`config.mk`:
```
export PLATFORM = sky130hd
export DESIGN_NAME = ncl_adder_sequencer_flat
export DESIGN_NICKNAME = d
export VERILOG_FILES = /design/src/rtl/ncl_seq_pkg.sv /design/src/rtl/ncl_adder_sequencer_if.sv /design/src/rtl/ncl_sync.sv /design/src/rtl/ncl_adder_sequencer.sv /design/src/flat_wrapper.sv
export SDC_FILE = /design/constraint.sdc
export NUM_CORES = 1
export LEC_CHECK = 0
export ABC_CLOCK_PERIOD_IN_PS = 2900
export CAP_MARGIN = 10
export CORE_ASPECT_RATIO = 0.8
export CORE_MARGIN = 2
export CORE_UTILIZATION = 51
export DETAILED_ROUTE_END_ITERATION = 6
export GPL_ROUTABILITY_DRIVEN = 0
export GPL_TIMING_DRIVEN = 0
export HOLD_SLACK_MARGIN = 0.06
export PLACE_DENSITY = 0.78
export SLEW_MARGIN = 15
export SYNTH_ARGS = -nofsm -noshare
export SYNTH_HDL_FRONTEND = slang
export SYNTH_SLANG_ARGS = --single-unit
```
`constraint.sdc`:
```
create_clock -name clk -period 2.9 [get_ports clk]
set_input_delay 0.435 -clock clk [delete_from_list [all_inputs] [get_ports clk]]
set_output_delay 0.435 -clock clk [all_outputs]
set_load 0.01 [all_outputs]
```
`src/rtl/ncl_seq_pkg.sv`:
```
// Shared types and dual-rail helpers for the NCL adder sequencer.
// All rail helpers work on one {rail1, rail0} pair.
package ncl_seq_pkg;

  typedef enum logic [2:0] {INIT, IDLE, DATA, NULLW, RESP, ERR} seq_state_t;

  function automatic logic [1:0] dr_encode(input logic b);
    return {b, ~b};
  endfunction

  function automatic logic dr_decode(input logic [1:0] r);
    return r[1];
  endfunction

  function automatic logic dr_complete(input logic [1:0] r);
    return r[1] ^ r[0];
  endfunction

  function automatic logic dr_null(input logic [1:0] r);
    return (r == 2'b00);
  endfunction

  function automatic logic dr_illegal(input logic [1:0] r);
    return &r;
  endfunction

endpackage

```
`src/rtl/ncl_adder_sequencer_if.sv`:
```
// Request/response handshake bundle between clocked logic and the sequencer.
interface ncl_adder_sequencer_if #(parameter int WIDTH = 8);
  logic             req_valid;
  logic             req_ready;
  logic [WIDTH-1:0] req_a;
  logic [WIDTH-1:0] req_b;
  logic             req_cin;
  logic             rsp_valid;
  logic             rsp_ready;
  logic [WIDTH-1:0] rsp_sum;
  logic             rsp_cout;
  logic             rsp_err;

  modport master (
    output req_valid, req_a, req_b, req_cin, rsp_ready,
    input  req_ready, rsp_valid, rsp_sum, rsp_cout, rsp_err
  );

  modport slave (
    input  req_valid, req_a, req_b, req_cin, rsp_ready,
    output req_ready, rsp_valid, rsp_sum, rsp_cout, rsp_err
  );
endinterface

```
`src/rtl/ncl_sync.sv`:
```
// Single-bit flop-chain synchronizer, cleared to 0 (NULL) by init_n.
module ncl_sync #(
  parameter int STAGES = 2
) (
  input  logic clk,
  input  logic init_n,
  input  logic d,
  output logic q
);
  logic [STAGES-1:0] chain;

  always_ff @(posedge clk or negedge init_n) begin
    if (!init_n) chain <= '0;
    else         chain <= STAGES'({chain, d});
  end

  assign q = chain[STAGES-1];
endmodule

```
`src/rtl/ncl_adder_sequencer.sv`:
```
// Clocked bridge driving a dual-rail NCL ripple adder: encodes operands,
// alternates DATA/NULL wavefronts, closes the sink handshake and returns the sum.
//
// state | meaning
// INIT  | dr_init asserted for INIT_CYCLES after reset release
// IDLE  | inputs NULL, req_ready high
// DATA  | DATA wavefront driven, waiting for ack and complete outputs
// NULLW | NULL wavefront driven, waiting for ack low and all rails low
// RESP  | rsp_valid high until rsp_ready
// ERR   | timeout/illegal code: NULL driven, dr_init pulsed
module ncl_adder_sequencer
  import ncl_seq_pkg::*;
#(
  parameter int WIDTH       = 8,
  parameter int SYNC_STAGES = 2,
  parameter int TIMEOUT     = 255,
  parameter int INIT_CYCLES = 4
) (
  input  logic                  clk,
  input  logic                  init_n,
  ncl_adder_sequencer_if.slave  req,
  output logic [2*WIDTH-1:0]    dr_a,
  output logic [2*WIDTH-1:0]    dr_b,
  output logic [1:0]            dr_cin,
  output logic                  dr_init,
  input  logic                  ack_in,
  input  logic [2*WIDTH-1:0]    res_sum,
  input  logic [1:0]            res_cout,
  output logic                  res_comp
);
  localparam int TW = $clog2(TIMEOUT + 1);
  localparam int IW = (INIT_CYCLES > 1) ? $clog2(INIT_CYCLES) : 1;
  localparam int NR = 2 * WIDTH + 2;

  seq_state_t      state;
  logic [TW-1:0]   tcnt;
  logic [IW-1:0]   icnt;
  logic [NR-1:0]   rails_raw, rails_s;
  logic            ack_s;
  logic            all_comp, all_null, any_ill;
  logic [WIDTH:0]  dec;
  logic            phase_done, phase_fail;

  assign rails_raw = {res_cout, res_sum};

  for (genvar g = 0; g < NR; g++) begin : g_rail_sync
    ncl_sync #(.STAGES(SYNC_STAGES)) u_sync (
      .clk(clk), .init_n(init_n), .d(rails_raw[g]), .q(rails_s[g])
    );
  end

  ncl_sync #(.STAGES(SYNC_STAGES)) u_ack_sync (
    .clk(clk), .init_n(init_n), .d(ack_in), .q(ack_s)
  );

  function automatic logic [2*WIDTH-1:0] enc_vec(input logic [WIDTH-1:0] v);
    for (int i = 0; i < WIDTH; i++) enc_vec[2*i +: 2] = dr_encode(v[i]);
  endfunction

  // Carry-out is treated as pair WIDTH so sum and carry share one scan.
  always_comb begin
    all_comp = 1'b1;
    all_null = 1'b1;
    any_ill  = 1'b0;
    dec      = '0;
    for (int i = 0; i <= WIDTH; i++) begin
      all_comp = all_comp & dr_complete(rails_s[2*i +: 2]);
      all_null = all_null & dr_null(rails_s[2*i +: 2]);
      any_ill  = any_ill  | dr_illegal(rails_s[2*i +: 2]);
      dec[i]   = dr_decode(rails_s[2*i +: 2]);
    end
  end

  assign phase_done = (state == DATA) ? (ack_s && all_comp) : (!ack_s && all_null);
  assign phase_fail = ((state == DATA) || (state == NULLW)) &&
                      (any_ill || ((tcnt == '0) && !phase_done));

  always_ff @(posedge clk or negedge init_n) begin
    if (!init_n) begin
      state         <= INIT;
      tcnt          <= '0;
      icnt          <= IW'(INIT_CYCLES - 1);
      dr_a          <= '0;
      dr_b          <= '0;
      dr_cin        <= '0;
      dr_init       <= 1'b1;
      res_comp      <= 1'b0;
      req.req_ready <= 1'b0;
      req.rsp_valid <= 1'b0;
      req.rsp_sum   <= '0;
      req.rsp_cout  <= 1'b0;
      req.rsp_err   <= 1'b0;
    end else if (phase_fail) begin
      state        <= ERR;
      dr_a         <= '0;
      dr_b         <= '0;
      dr_cin       <= '0;
      res_comp     <= 1'b0;
      dr_init      <= 1'b1;
      icnt         <= IW'(INIT_CYCLES - 1);
      req.rsp_sum  <= '0;
      req.rsp_cout <= 1'b0;
      req.rsp_err  <= 1'b1;
    end else begin
      case (state)
        INIT: begin
          if (icnt == '0) begin
            dr_init       <= 1'b0;
            req.req_ready <= 1'b1;
            state         <= IDLE;
          end else begin
            icnt <= icnt - 1'b1;
          end
        end
        IDLE: begin
          if (req.req_valid) begin
            dr_a          <= enc_vec(req.req_a);
            dr_b          <= enc_vec(req.req_b);
            dr_cin        <= dr_encode(req.req_cin);
            req.req_ready <= 1'b0;
            tcnt          <= TW'(TIMEOUT - 1);
            state         <= DATA;
          end
        end
        DATA: begin
          if (phase_done) begin
            req.rsp_sum  <= dec[WIDTH-1:0];
            req.rsp_cout <= dec[WIDTH];
            req.rsp_err  <= 1'b0;
            res_comp     <= 1'b1;
            dr_a         <= '0;
            dr_b         <= '0;
            dr_cin       <= '0;
            tcnt         <= TW'(TIMEOUT - 1);
            state        <= NULLW;
          end else begin
            tcnt <= tcnt - 1'b1;
          end
        end
        NULLW: begin
          if (phase_done) begin
            res_comp      <= 1'b0;
            req.rsp_valid <= 1'b1;
            state         <= RESP;
          end else begin
            tcnt <= tcnt - 1'b1;
          end
        end
        RESP: begin
          if (req.rsp_ready) begin
            req.rsp_valid <= 1'b0;
            req.req_ready <= 1'b1;
            state         <= IDLE;
          end
        end
        ERR: begin
          if (icnt == '0) begin
            dr_init       <= 1'b0;
            req.rsp_valid <= 1'b1;
            state         <= RESP;
          end else begin
            icnt <= icnt - 1'b1;
          end
        end
        default: state <= INIT;
      endcase
    end
  end
endmodule

```
`src/flat_wrapper.sv`:
```
// flat-port wrapper written by rule: the top's interface ports become plain ports
module ncl_adder_sequencer_flat import ncl_seq_pkg::*;
#(
  parameter int WIDTH       = 8,
  parameter int SYNC_STAGES = 2,
  parameter int TIMEOUT     = 255,
  parameter int INIT_CYCLES = 4
)
  (clk, init_n, dr_a, dr_b, dr_cin, dr_init, ack_in, res_sum, res_cout, res_comp, req_req_valid, req_req_a, req_req_b, req_req_cin, req_rsp_ready, req_req_ready, req_rsp_valid, req_rsp_sum, req_rsp_cout, req_rsp_err);
  ncl_adder_sequencer_if #(.WIDTH(WIDTH)) req_i ();
  input  logic clk;
  input  logic init_n;
  output logic [2*WIDTH-1:0] dr_a;
  output logic [2*WIDTH-1:0] dr_b;
  output logic [1:0] dr_cin;
  output logic dr_init;
  input  logic ack_in;
  input  logic [2*WIDTH-1:0] res_sum;
  input  logic [1:0] res_cout;
  output logic res_comp;
  input wire logic [$bits(req_i.req_valid)-1:0] req_req_valid;
  input wire logic [$bits(req_i.req_a)-1:0] req_req_a;
  input wire logic [$bits(req_i.req_b)-1:0] req_req_b;
  input wire logic [$bits(req_i.req_cin)-1:0] req_req_cin;
  input wire logic [$bits(req_i.rsp_ready)-1:0] req_rsp_ready;
  output wire logic [$bits(req_i.req_ready)-1:0] req_req_ready;
  output wire logic [$bits(req_i.rsp_valid)-1:0] req_rsp_valid;
  output wire logic [$bits(req_i.rsp_sum)-1:0] req_rsp_sum;
  output wire logic [$bits(req_i.rsp_cout)-1:0] req_rsp_cout;
  output wire logic [$bits(req_i.rsp_err)-1:0] req_rsp_err;
  assign req_i.req_valid = req_req_valid;
  assign req_i.req_a = req_req_a;
  assign req_i.req_b = req_req_b;
  assign req_i.req_cin = req_req_cin;
  assign req_i.rsp_ready = req_rsp_ready;
  assign req_req_ready = req_i.req_ready;
  assign req_rsp_valid = req_i.rsp_valid;
  assign req_rsp_sum = req_i.rsp_sum;
  assign req_rsp_cout = req_i.rsp_cout;
  assign req_rsp_err = req_i.rsp_err;
  ncl_adder_sequencer #(.WIDTH(WIDTH), .SYNC_STAGES(SYNC_STAGES), .TIMEOUT(TIMEOUT), .INIT_CYCLES(INIT_CYCLES)) u_core (.clk(clk), .init_n(init_n), .req(req_i), .dr_a(dr_a), .dr_b(dr_b), .dr_cin(dr_cin), .dr_init(dr_init), .ack_in(ack_in), .res_sum(res_sum), .res_cout(res_cout), .res_comp(res_comp));
endmodule
```
==> results of run 1 <==
-- through the flow --
step	cells	area (um^2)	TNS [ns]	power, W	setup WS [ns]
after floorplan	372	4136	0	0.002857	0.5606
after global placement	567	5142	-210.06	0.003544	-2.162
after detailed placement	568	5171	0	0.003598	0.1081
after CTS	585	5386	0	0.004494	0.1706
after global routing	585	5398	-0.04034	0.004774	-0.01982
final	585	5398	0	0.004462	0.2347
-- cell type report --
class                      count  area (um^2)  area share (%)
clock inverter                 6        67.56           1.252
buffer                        16        77.57           1.437
multi-input combinational    227         1476           27.35
timing repair buffer          89        909.6           16.85
clock buffer                  10        137.6           2.550
sequential                    99         2481           45.97
tap                          108        135.1           2.503
inverter                      30        112.6           2.086
-- placed cells by master, fill, tap and decap left out, types with 5 or more instances in the layout --
| cell type | instances |
|---|---|
| a21oi_1 | 24 |
| a22o_1 | 9 |
| a22oi_1 | 20 |
| buf_2 | 5 |
| clkbuf_1 | 9 |
| clkbuf_8 | 10 |
| clkdlybuf4s50_1 | 86 |
| dfrtp_1 | 96 |
| ha_1 | 21 |
| inv_1 | 30 |
| nand2_1 | 17 |
| nand2b_1 | 5 |
| nand3_1 | 7 |
| nor2_1 | 61 |
| o21ai_0 | 6 |
| o31ai_1 | 7 |
-- sequential cells by signal, indices dropped and copies added, names as in the netlist, 2 cells and up --
signal and flops:
u_core.dr_a 16, u_core.dr_b 16, u_core.dr_cin 2, u_core.g_rail_sync.u_sync.chain 36, u_core.icnt 2, u_core.req.rsp_sum 8, u_core.state 3, u_core.tcnt 8
u_core.u_ack_sync.chain 2
-- worst max-delay path: stages, from the launching register on --
cell and delay (ns):
dfrtp_1 0.44, nor4_2 0.47, nand3_1 0.22, o31ai_1 0.41, and2_1 0.18, clkbuf_1 0.31, clkbuf_1 0.40, nor2_1 0.10
-- logic make-up after synthesis --
family,count (synthesis)
and+or+nand+nor,117
DFF,99
AOI/OAI and AO/OA,82
buffers and inverters,46
adders and majority gates,21
muxes,5
xor gates and xnor gates,2
-- routing by layer --
layer	routed length (um)	track usage (%)
met5	0	0
met1	4099	30.66
met2	4362	33.21
met3	382	5.745
met4	117	6.424
-- power by group through the flow --
stage                     registers [W]  logic (W)  clock network [W]
after floorplan                 0.00191   0.000944                  0
after global placement          0.00184    0.00171                  0
after detailed placement        0.00184    0.00176                  0
after CTS                       0.00182    0.00177           0.000911
after global routing            0.00185    0.00195           0.000970
final                           0.00182    0.00176           0.000885
-- worst max-delay path by stage --
stage / startpoint / endpoint / slack [ns] / cells after the start
after detailed placement: req_req_valid / u_core.tcnt[7] / 0.11 / 7
after floorplan: u_core.state[2] / u_core.tcnt[1] / 0.56 / 7
after CTS: u_core.tcnt[5] / u_core.dr_a[13] / 0.17 / 7
final: u_core.tcnt[5] / u_core.dr_a[13] / 0.23 / 7
after global placement: init_n / u_core.g_rail_sync[3].u_sync.chain[0] / -2.16 / 1
after global routing: u_core.tcnt[5] / u_core.dr_a[5] / -0.02 / 7
-- timing repair --
action                                  in CTS  in global routing
hold buffers                                 1                  0
endpoints found under the setup margin       0                 24
gates resized for setup                      0                  2
endpoints found under the hold margin       35                  0
==> metrics.yaml, run 1 <==
status: "finished, final reports clean"
cap_violations: 0
p_switching_w: 0.001619
dp_hpwl_um: 6432
ir_drop_v: 0.0004904
grt_use_total_pct: 21.63
synth_seq_area_share_pct: 59.98
die_x_um: 104.7
first_pass_iters: 4
required_ns: 3.15
coreArea_mm2: 0.007910
synth_area_mm2: 0.004136
hold_depth: 0
wl_per_cell_um: 15.32
tightestPinTransition_ns: 0.8274
clockBufferDepth: 2
p_int_w: 0.002843
antenna_cells: 0
combPwrFrac_pct: 39.4
synth-compound-area-share_pct: 13.85
skew_ns: 0.008783
grt_overflow: 0
min_from: "u_core.g_rail_sync[15].u_sync.chain[0]"
synthArstFlopShare_pct: 100.0
cts_root_buf: "clkbuf_8"
post-route-drc-count: 0
clk_pin_slew_worst_paths_ns: 0.11
netlist_instances: 372
synth_edf_count: 0
first_global_vias: 3065
fmax_mhz: 375.2
numCtsBuffers: 9
muxShareOfSynthArea_pct: 1.331
postRouteAntennaNets: 0
synth_top_area_share_pct: 58.08
crit_path_start_kind: "register"
antenna_found_initial: 0
ys_ff_latch: 99
num_vias: 3109
syn_avg_cell_area_um2: 11.12
yosysMostFrequentCell: "dfrtp_1"
hp-class: "reg2reg"
relSlewSlack_pct: 44.47
insertion_delay_ns: 0.37
row_count: 29
port_buffers: 87
synth_warnings: 0
sw_frac_of_total_pct: 36.28
clock-sinks: 99
fin_hold_ws_ns: 0.3572
fin_crit_ns: 2.665
cts_max_level: 3
endpoint_kind: "register"
syn_to_final_growth_pct: 30.49
syn-num-nets: 433
arrival_ns: 2.92
reg2reg_slack_ns: 0.23
power.leakage_nw: 2.476
grt_pass1_wl_um: 15150
power_frac_clock_pct: 19.8
synth.distinct_cells: 48
post_cts_buffers: 0
setup_viol: 0
fin_crit_sh_pct: 91.91
drt-initial-drc-count: 127
yosys.area_share.adder_pct: 6.352
dieArea_mm2: 0.008852
ios: 88
viasPerCell: 5.315
grt_max_degree: 62
dieHeight_um: 84.55
crit_type: "reg2reg"
power.density_mw_per_mm2: 826.6
cts_tree: "done"
reg2reg_from: "u_core.tcnt[5]"
synth_commonest_cells: "dfrtp_1 (96), nor2_1 (61), inv_1 (30)"
crit_fanout: 10
hold_end: "u_core.g_rail_sync[15].u_sync.chain[1]"
synthXorXnorAreaFrac_pct: 0.4235
hold_violations: 0
r2r-end: "u_core.dr_a[13]"
seqPwrFrac_pct: 40.7
nFillCells: 638
synth_top_family_by_area: "compound AO/OA/AOI/OAI gates"
ys.flop_type: "dfrtp_1"
initial_core_util_pct: 52.29
synth_top_cell_by_area: "dfrtp_1"
drv_slew: 0
layout-drive-gt1-share_pct: 7.757
synth_area_leaders: "dfrtp_1 (58%), ha_1 (6.4%), nor2_1 (5.5%)"
wirelength_um: 8961
fin_util_pct: 68.24
yosys.area_share.simple_pct: 13.46
r2r_cells: 7
final_nets: 533
No activity file was read; power rests on OpenSTA's default activity.
==> inputs of run 2 (changes only) <==
Settings changed: CORE_UTILIZATION 51 to 50, PLACE_DENSITY 0.78 to 0.77, RECOVER_POWER set to 50, SYNTH_HIERARCHICAL set to 1.
==> run 2 against run 1 <==
Sequential cell count unchanged; global-route usage decreased by 1.2 points; clock skew increased by 0.0039 ns; clock power increased by 8.5%.
==> metrics.yaml, run 2 <==
status: "finished, final reports clean"
endpoint_kind: "register"
crit_chain: "or4_1 -> or4_4 -> o31ai_4 -> buf_6 -> nor3_1 -> or3b_1"
power.leakage_nw: 2.296
grt_overflow: 0
ios: 88
hp-class: "reg2reg"
regMostFlops: "u_core/g_rail_sync.u_sync/chain"
fmax_mhz: 361.7
postRouteAntennaNets: 0
cts_tree: "done"
relSlewSlack_pct: 5.013
first_pass_iters: 6
grt_max_degree: 59
coreArea_mm2: 0.007801
clock-sinks: 99
ir_drop_v: 0.0005443
insertion_delay_ns: 0.36
port_buffers: 87
power.density_mw_per_mm2: 855.7
antenna_cells: 0
arrival_ns: 3.01
cap_violations: 0
combPwrFrac_pct: 35.6
numCtsBuffers: 9
synth.distinct_cells: 42
skew_ns: 0.01267
yosysMostFrequentCell: "dfrtp_1"
syn_to_final_growth_pct: 31.21
dieHeight_um: 83.69
final_nets: 486
required_ns: 3.15
synth_seq_area_share_pct: 62.52
tightestPinTransition_ns: 1.425
wirelength_um: 8161
ys_ff_latch: 99
sw_frac_of_total_pct: 33.70
drt-initial-drc-count: 207
fin_hold_ws_ns: 0.3505
first_global_vias: 2780
largest_reg_flops: 36
viasPerCell: 5.297
synth_commonest_cells: "dfrtp_1 (96), nand2_1 (30), inv_1 (24)"
p_int_w: 0.002954
dp_hpwl_um: 5772
drv_slew: 0
layout_commonest_cell: "dfrtp_1"
post-route-drc-count: 0
crit_fanout: 10
clockBufferDepth: 2
setup_viol: 0
crit_path_start_kind: "register"
p_switching_w: 0.001502
reg_top3: "u_core/g_rail_sync.u_sync/chain x36, u_core/dr_a x16, u_core/dr_b x16"
fin_crit_ns: 2.765
fin_area_mm2: 0.005207
power_frac_clock_pct: 21.5
crit_type: "reg2reg"
fin_util_pct: 66.75
netlist_instances: 326
fin_crit_sh_pct: 95.34
place_area_mm2: 0.004997
hold_violations: 0
cts_root_buf: "clkbuf_8"
synth_top_area_share_pct: 60.53
clk_pin_slew_worst_paths_ns: 0.11
rsz0062_at_grt: "false"
syn-num-nets: 387
synth_warnings: 6
synth_edf_count: 0
synth_top_cell_by_area: "dfrtp_1"
row_count: 29
ys.flop_type: "dfrtp_1"
dieArea_mm2: 0.008671
syn_avg_cell_area_um2: 12.17
synthArstFlopShare_pct: 100.0
grt_use_total_pct: 20.43
num_vias: 2850
initial_core_util_pct: 50.87
antenna_found_initial: 0
seqPwrFrac_pct: 42.9
grt_pass1_wl_um: 13890
wl_per_cell_um: 15.17
layout-drive-gt1-share_pct: 7.907
most-common-layout-cells: "dfrtp_1 (96), clkdlybuf4s50_1 (67), nand2_1 (30)"
slowest_delay_ns: 0.62
synth_area_leaders: "dfrtp_1 (61%), ha_1 (6.6%), a22o_1 (3.8%)"
synth_area_mm2: 0.003969
crit_slowest_cell: "or4_1"
cts_max_level: 3
die_x_um: 103.6
## run 2: cell types whose count changed after synthesis, sizes merged, moves of 7 or more
| cell | delta |
|---|---|
| nor2 | -48 |
| nand2 | +13 |
| a21oi | -8 |
| a22oi | -20 |
| a22o | +8 |
| o21ai | +7 |
| o2bb2ai | +16 |
| nor3 | +9 |
## run 2: layer usage
layer	track usage [%]	part of all wire [%]	wire length [um]	up-vias
li1	-	-	-	1349
met1	28.95	46	3759	1378
met2	30.95	47	3806	108
met3	5.699	5.7	464	15
met4	6.388	1.6	131	0
met5	0	0	0	-
## run 2: logic make-up after synthesis
logic type                 share of synthesized area (%)
AOI/OAI and AO/OA                                  13.81
xor gates and xnor gates                          0.4414
adders and majority gates                          6.620
buffers and inverters                              3.877
DFF                                                62.52
muxes                                              1.040
and+or+nand+nor                                    11.70
## run 2: final cells by class
| cell class | instances | area (um^2) |
|---|---|---|
| well taps | 108 | 135.1 |
| multi-input cells | 189 | 1339 |
| flip-flops and latches | 99 | 2481 |
| inverters | 24 | 90.09 |
| plain buffers | 14 | 65.06 |
| clock inverters | 7 | 102.6 |
| repair buffers | 88 | 870.8 |
| fillers | 585 | 2594 |
| clock buffers | 9 | 123.9 |
## run 2: final timing paths
kind / start / end / depth (start not counted) / slack, ns
worst max register to register: u_core/tcnt[3] / u_core/tcnt[7] / 6 / 0.14
min in group asynchronous: init_n / u_core/g_rail_sync[0].u_sync/chain[0] / 1 / 0.37
worst min register to register: u_core/g_rail_sync[1].u_sync/chain[0] / u_core/g_rail_sync[1].u_sync/chain[1] / 0 / 0.35
worst max-delay path: u_core/tcnt[3] / u_core/tcnt[7] / 6 / 0.14
worst min-delay path: u_core/g_rail_sync[1].u_sync/chain[0] / u_core/g_rail_sync[1].u_sync/chain[1] / 0 / 0.35
max in group asynchronous: init_n / u_core/g_rail_sync[16].u_sync/chain[1] / 2 / 0.87
## run 2: power by group through the flow
stage | Combinational [W] | Sequential [W] | Clock (W)
detailed placement | 0.00159 | 0.00193 | 0
CTS | 0.00160 | 0.00191 | 0.000984
global placement | 0.00155 | 0.00193 | 0
finish | 0.00158 | 0.00191 | 0.000960
floorplan | 0.000720 | 0.00201 | 0
global route | 0.00173 | 0.00195 | 0.00105
## run 2: per-stage QoR
stage          std cells  setup slack (ns)  setup TNS, ns  total power (W)
6_report             538            0.1351              0         0.004456
5_1_grt              538           0.01015              0         0.004737
4_1_cts              538           0.08112              0         0.004495
3_5_place_dp         522           0.09844              0         0.003518
3_3_place_gp         521            -2.091        -204.63         0.003472
2_1_floorplan        326            0.3861              0         0.002731
## run 2: timing repair
action | in CTS | in global routing
setup endpoints to repair | 0 | 13
hold buffers | 0 | 0
setup buffers | 0 | 0
gates resized for setup | 0 | 2
## run 2: critical path: cells and delay by family (launching register included)
kind	cells	cell delay (ns)
AOI/OAI and AO/OA	1	0.45
buffers and inverters	1	0.20
DFF	1	0.43
and+or+nand+nor	4	1.58
==> patch 1: new RTL, settings of run 2 <==
`SYNC_STAGES` is set to 2 in 2 places; all go to 1.
--- a/src/rtl/ncl_adder_sequencer.sv
+++ b/src/rtl/ncl_adder_sequencer.sv
@@ -13,5 +13,5 @@
 #(
   parameter int WIDTH       = 8,
-  parameter int SYNC_STAGES = 2,
+  parameter int SYNC_STAGES = 1,
   parameter int TIMEOUT     = 255,
   parameter int INIT_CYCLES = 4
--- a/src/flat_wrapper.sv
+++ b/src/flat_wrapper.sv
@@ -3,5 +3,5 @@
 #(
   parameter int WIDTH       = 8,
-  parameter int SYNC_STAGES = 2,
+  parameter int SYNC_STAGES = 1,
   parameter int TIMEOUT     = 255,
   parameter int INIT_CYCLES = 4
Function: changed (Yosys sat finds a counterexample within 4 cycles, from zero or initial values).
==> patch 1 against run 2 <==
- the run now ends with capacitance limit, slew limit left
- count of clock-buffer cells in the layout did not move
- design area shrank 9.5%
- non-clock buffer count is 1 higher
- synthesized cell count fell by 5.8%
- clock skew rose by 0.57 ps
- sequential power fell by 15%
- synthesized area shrank 12%
- routed wire length down 0.81%
- sequential cell count down 19
- via count is 4.3% lower
- critical path depth unchanged
- worst setup slack worse by 12 ps
- power fell by 8.4%
- die area is 11% lower
- critical endpoint is now u_core/dr_a[12]
- largest cell class unchanged
- largest power group unchanged
- highest routed layer unchanged
==> patch 1: results (changes against run 2) <==
[timing]
slew_viol_final=37  ; +37
clock_skew_ps=13.2  ; +0.574 ps
slew_headroom_pct=-33.8  ; -39 points
fin_hold_ws_ps=459  ; +109 ps

[job]
drv_cap=1  ; +1

[pwr]
power.leakage_nw=2.07  ; -10%
clk-power_mw=0.858  ; -11%
irDropWorstVdd_v=0.000723  ; +33%

[yosys]
synth_xor_area_share_pct=0.501  ; +0.060 points
synthTopCellsByArea=dfrtp_1, ha_1, a22o_1, o2bb2ai_1, nand2_1
seq_area_frac_synth_pct=57.4  ; -5.1 points
avgSynthCellArea_um2=11.4  ; -6.5%
synth_commonest_cells=dfrtp_1, nand2_1, inv_1, ha_1

[cells_and_area]
post_route_cells_drive_above_1_share_pct=8.01  ; +0.10 points
fin_cells=499  ; -7.2%
final_nets=468  ; -3.7%

[min_path]
hold_start=u_core/dr_init
hold_end=u_core/dr_init

[global_routing]
use_met1_pct=32.2  ; +3.2 points

[place]
dp_slack_ps=74.4  ; -24.0 ps
dp_hpwl_um=5790  ; +0.34%

[status]
violations=capacitance limit, slew limit
run_status=complete, but fails checks

[routing]
drt_wl_total_um=8100  ; -0.81%
met1Wirelength_um=3680  ; -2.2%

-- patch 1: cell type report --
type / count / area [µm²] / area share [%]
inverter: 24 / 90.1 / 1.91
clock inverter: 7 / 85.1 / 1.81
buffer: 14 / 65.1 / 1.38
sequential: 80 / 2010 / 42.6
multi-input combinational: 189 / 1340 / 28.4
tap: 87 / 109 / 2.31
timing repair buffer: 89 / 895 / 19.0
clock buffer: 9 / 124 / 2.63
-- patch 1: what timing repair did --
action                                  in CTS  in global routing
gates resized for setup                      0                  2
hold endpoints to repair                    33                  0
hold buffers                                 1                  0
endpoints found under the setup margin       0                 20
-- patch 1: worst max-delay path, cell delays in order (launching register included) --
cell	delay (ps)
dfrtp_1	430
or4_1	610
or4_4	540
o31ai_4	440
nor3_2	170
clkbuf_2	270
o2bb2ai_1	180
==> patch 2: new RTL, flow settings as in run 2 <==
Made on the original files. Encoding of `seq_state_t`: now Gray code (3 bits for 6 states).
--- a/src/rtl/ncl_seq_pkg.sv
+++ b/src/rtl/ncl_seq_pkg.sv
@@ -3,5 +3,5 @@
 package ncl_seq_pkg;
 
-  typedef enum logic [2:0] {INIT, IDLE, DATA, NULLW, RESP, ERR} seq_state_t;
+  typedef enum logic [2:0] {INIT = 3'b000, IDLE = 3'b001, DATA = 3'b011, NULLW = 3'b010, RESP = 3'b110, ERR = 3'b111} seq_state_t;
 
   function automatic logic [1:0] dr_encode(input logic b);
Formal check against the unedited RTL: no difference found for any inputs over 10 cycles, from zero or initial values; not proved beyond that.
==> patch 2 against run 2 <==
- sequential cell count unchanged
- design area up 3.0%
- sequential power up 3%
- worst setup slack better by 41 ps
- global-route usage up 0.98 points
- synthesized area up 3.5%
- routed wire length up 8.8%
- non-clock buffer count up 2
- synthesized cell count up 18%
- power up 11%
- largest power group is now combinational logic
==> patch 2: results (changes against run 2) <==
[yosys]
ys_types=43  ; +2.4%
synth_nets=445  ; +15%
yosysWarningCount=6  ; unchanged
avgSynthCellArea_um2=10.7  ; -12%
async_flop_share_pct=100  ; unchanged
seq_area_frac_synth_pct=60.4  ; -2.1 points
synthTopCellsByArea=dfrtp_1, nand2_1, ha_1, o31ai_1, a21oi_1
synth_commonest_cells=dfrtp_1, nand2_1, inv_1, ha_1, a21oi_1

[global_routing]
grt_max_degree=54  ; -8.5%
grt_pass1_vias=3109  ; +12%
grt_pass1_wl_um=15100  ; +8.7%
grt_overflow_total=0  ; unchanged
grt_antenna_before_repair=0  ; unchanged
track_usage_pct=21.4  ; +0.98 points

[pwr]
irDropWorstVdd_v=0.000589  ; +8.2%
power.leakage_nw=2.36  ; +2.7%

[worst_setup_path]
slowest_delay_ps=630
startpoint=u_core/g_rail_sync[17].u_sync/chain[1]
crit_slowest_cell=or4_1
cp_data_required_time_ps=3150  ; about the same
cp_max_fo=10  ; unchanged

[routing]
wire_per_inst_um=14.9  ; -2.0%
drtIter0Drc=192  ; -7.2%
dr.pass1.iters=4  ; -2
vias=3153  ; +11%

[clock_network]
numCtsBuffers=9  ; unchanged
root_buffer=clkbuf_8
worstSkewPairLatency_ps=360  ; about the same
cts_buffer_depth=2  ; unchanged
clk_pin_slew_worst_paths_ps=90  ; -20 ps
htree_num_levels=3  ; unchanged

[timing]
hold_viol=0  ; unchanged
slew_headroom_pct=16.9  ; +12 points
clock_skew_ps=8.14  ; -4.54 ps

[place]
dp_hpwl_um=6600  ; +14%
port_buffers=87  ; unchanged
dp.cells=580  ; +11%

[cells_and_area]
post_route_cells_drive_above_1_share_pct=8.18  ; +0.27 points
diodes=0  ; unchanged
final_nets=545  ; +12%
top_regs=u_core/g_rail_sync.u_sync/chain (36), u_core/dr_a (16), u_core/dr_b (16)
fin_cells=597  ; +11%

[min_path]
hold_class=primary input to async pin

[status]
run_status=finished, final reports clean

## patch 2: final timing paths
kind / endpoint / slack (ps) / cells after the start
min in group clk: u_core/g_rail_sync[1].u_sync/chain[1] / 350 / 0
max: u_core/dr_b[6] / 180 / 10
min: u_core/g_rail_sync[4].u_sync/chain[1] / 330 / 1
max reg2reg: u_core/dr_b[6] / 180 / 10
min reg2reg: u_core/g_rail_sync[1].u_sync/chain[1] / 350 / 0
max in group asynchronous: u_core/tcnt[6] / 840 / 2
## patch 2: per-layer routing
layer	track usage [%]	share of wire (%)
met1	32.1	48
met2	30.5	45
met3	5.15	6.0
met4	7.64	1.5
met5	0	0
## patch 2: cells by family after synthesis
| group | after synthesis | share of synthesized area (%) |
|---|---|---|
| buffers and inverters | 40 | 4.26 |
| adders and majority gates | 21 | 6.39 |
| AOI/OAI and AO/OA | 83 | 13.0 |
| muxes | 1 | 0.244 |
| DFF | 99 | 60.4 |
| and+or+nand+nor | 139 | 15.5 |
| xor gates and xnor gates | 1 | 0.213 |
## patch 2: critical path: cells and delay by family (launching register included)
family                   cells  cell delay (ps)
AND/OR/NAND/NOR              3              930
adder cells (fa/ha/maj)      1              280
AO/OA/AOI/OAI                3              550
flip-flops                   1              420
buffers and inverters        3              430
## patch 2: what timing repair did
action                                  in CTS  in global routing
setup buffers                                0                  1
pin swaps                                    0                  1
gates resized for setup                      2                  3
cloned                                       0                  0
endpoints found under the setup margin      14                 39
hold buffers                                 0                  0
## patch 2: power by group
part	leakage (nW)	internal [mW]	switching, mW
clock	0.102	0.435	0.478
combinational	1.06	0.910	1.15
sequential	1.19	1.74	0.219
total	2.36	3.09	1.84
## patch 2: final cells by class
class                   count  area [µm²]
multi-input cells         245        1490
repair buffers             89         878
clock buffers              11         141
flip-flops and latches     99        2480
fillers                   588        2580
plain buffers              15        81.3
inverters                  25        93.8
clock inverters             5        66.3
well taps                 108         135
## patch 2: through the flow
step	setup TNS [ps]	setup slack (ps)	hold slack, ps	total power, mW	instance area, µm²
4_1_cts	0	4.00	112	4.96	5360
6_report	0	176	334	4.93	5360
2_1_floorplan	0	492	139	3.12	4110
5_1_grt	0	36.0	358	5.28	5360
3_3_place_gp	-202510	-2090	334	3.96	5110
3_5_place_dp	-277	-40.0	335	4.03	5150
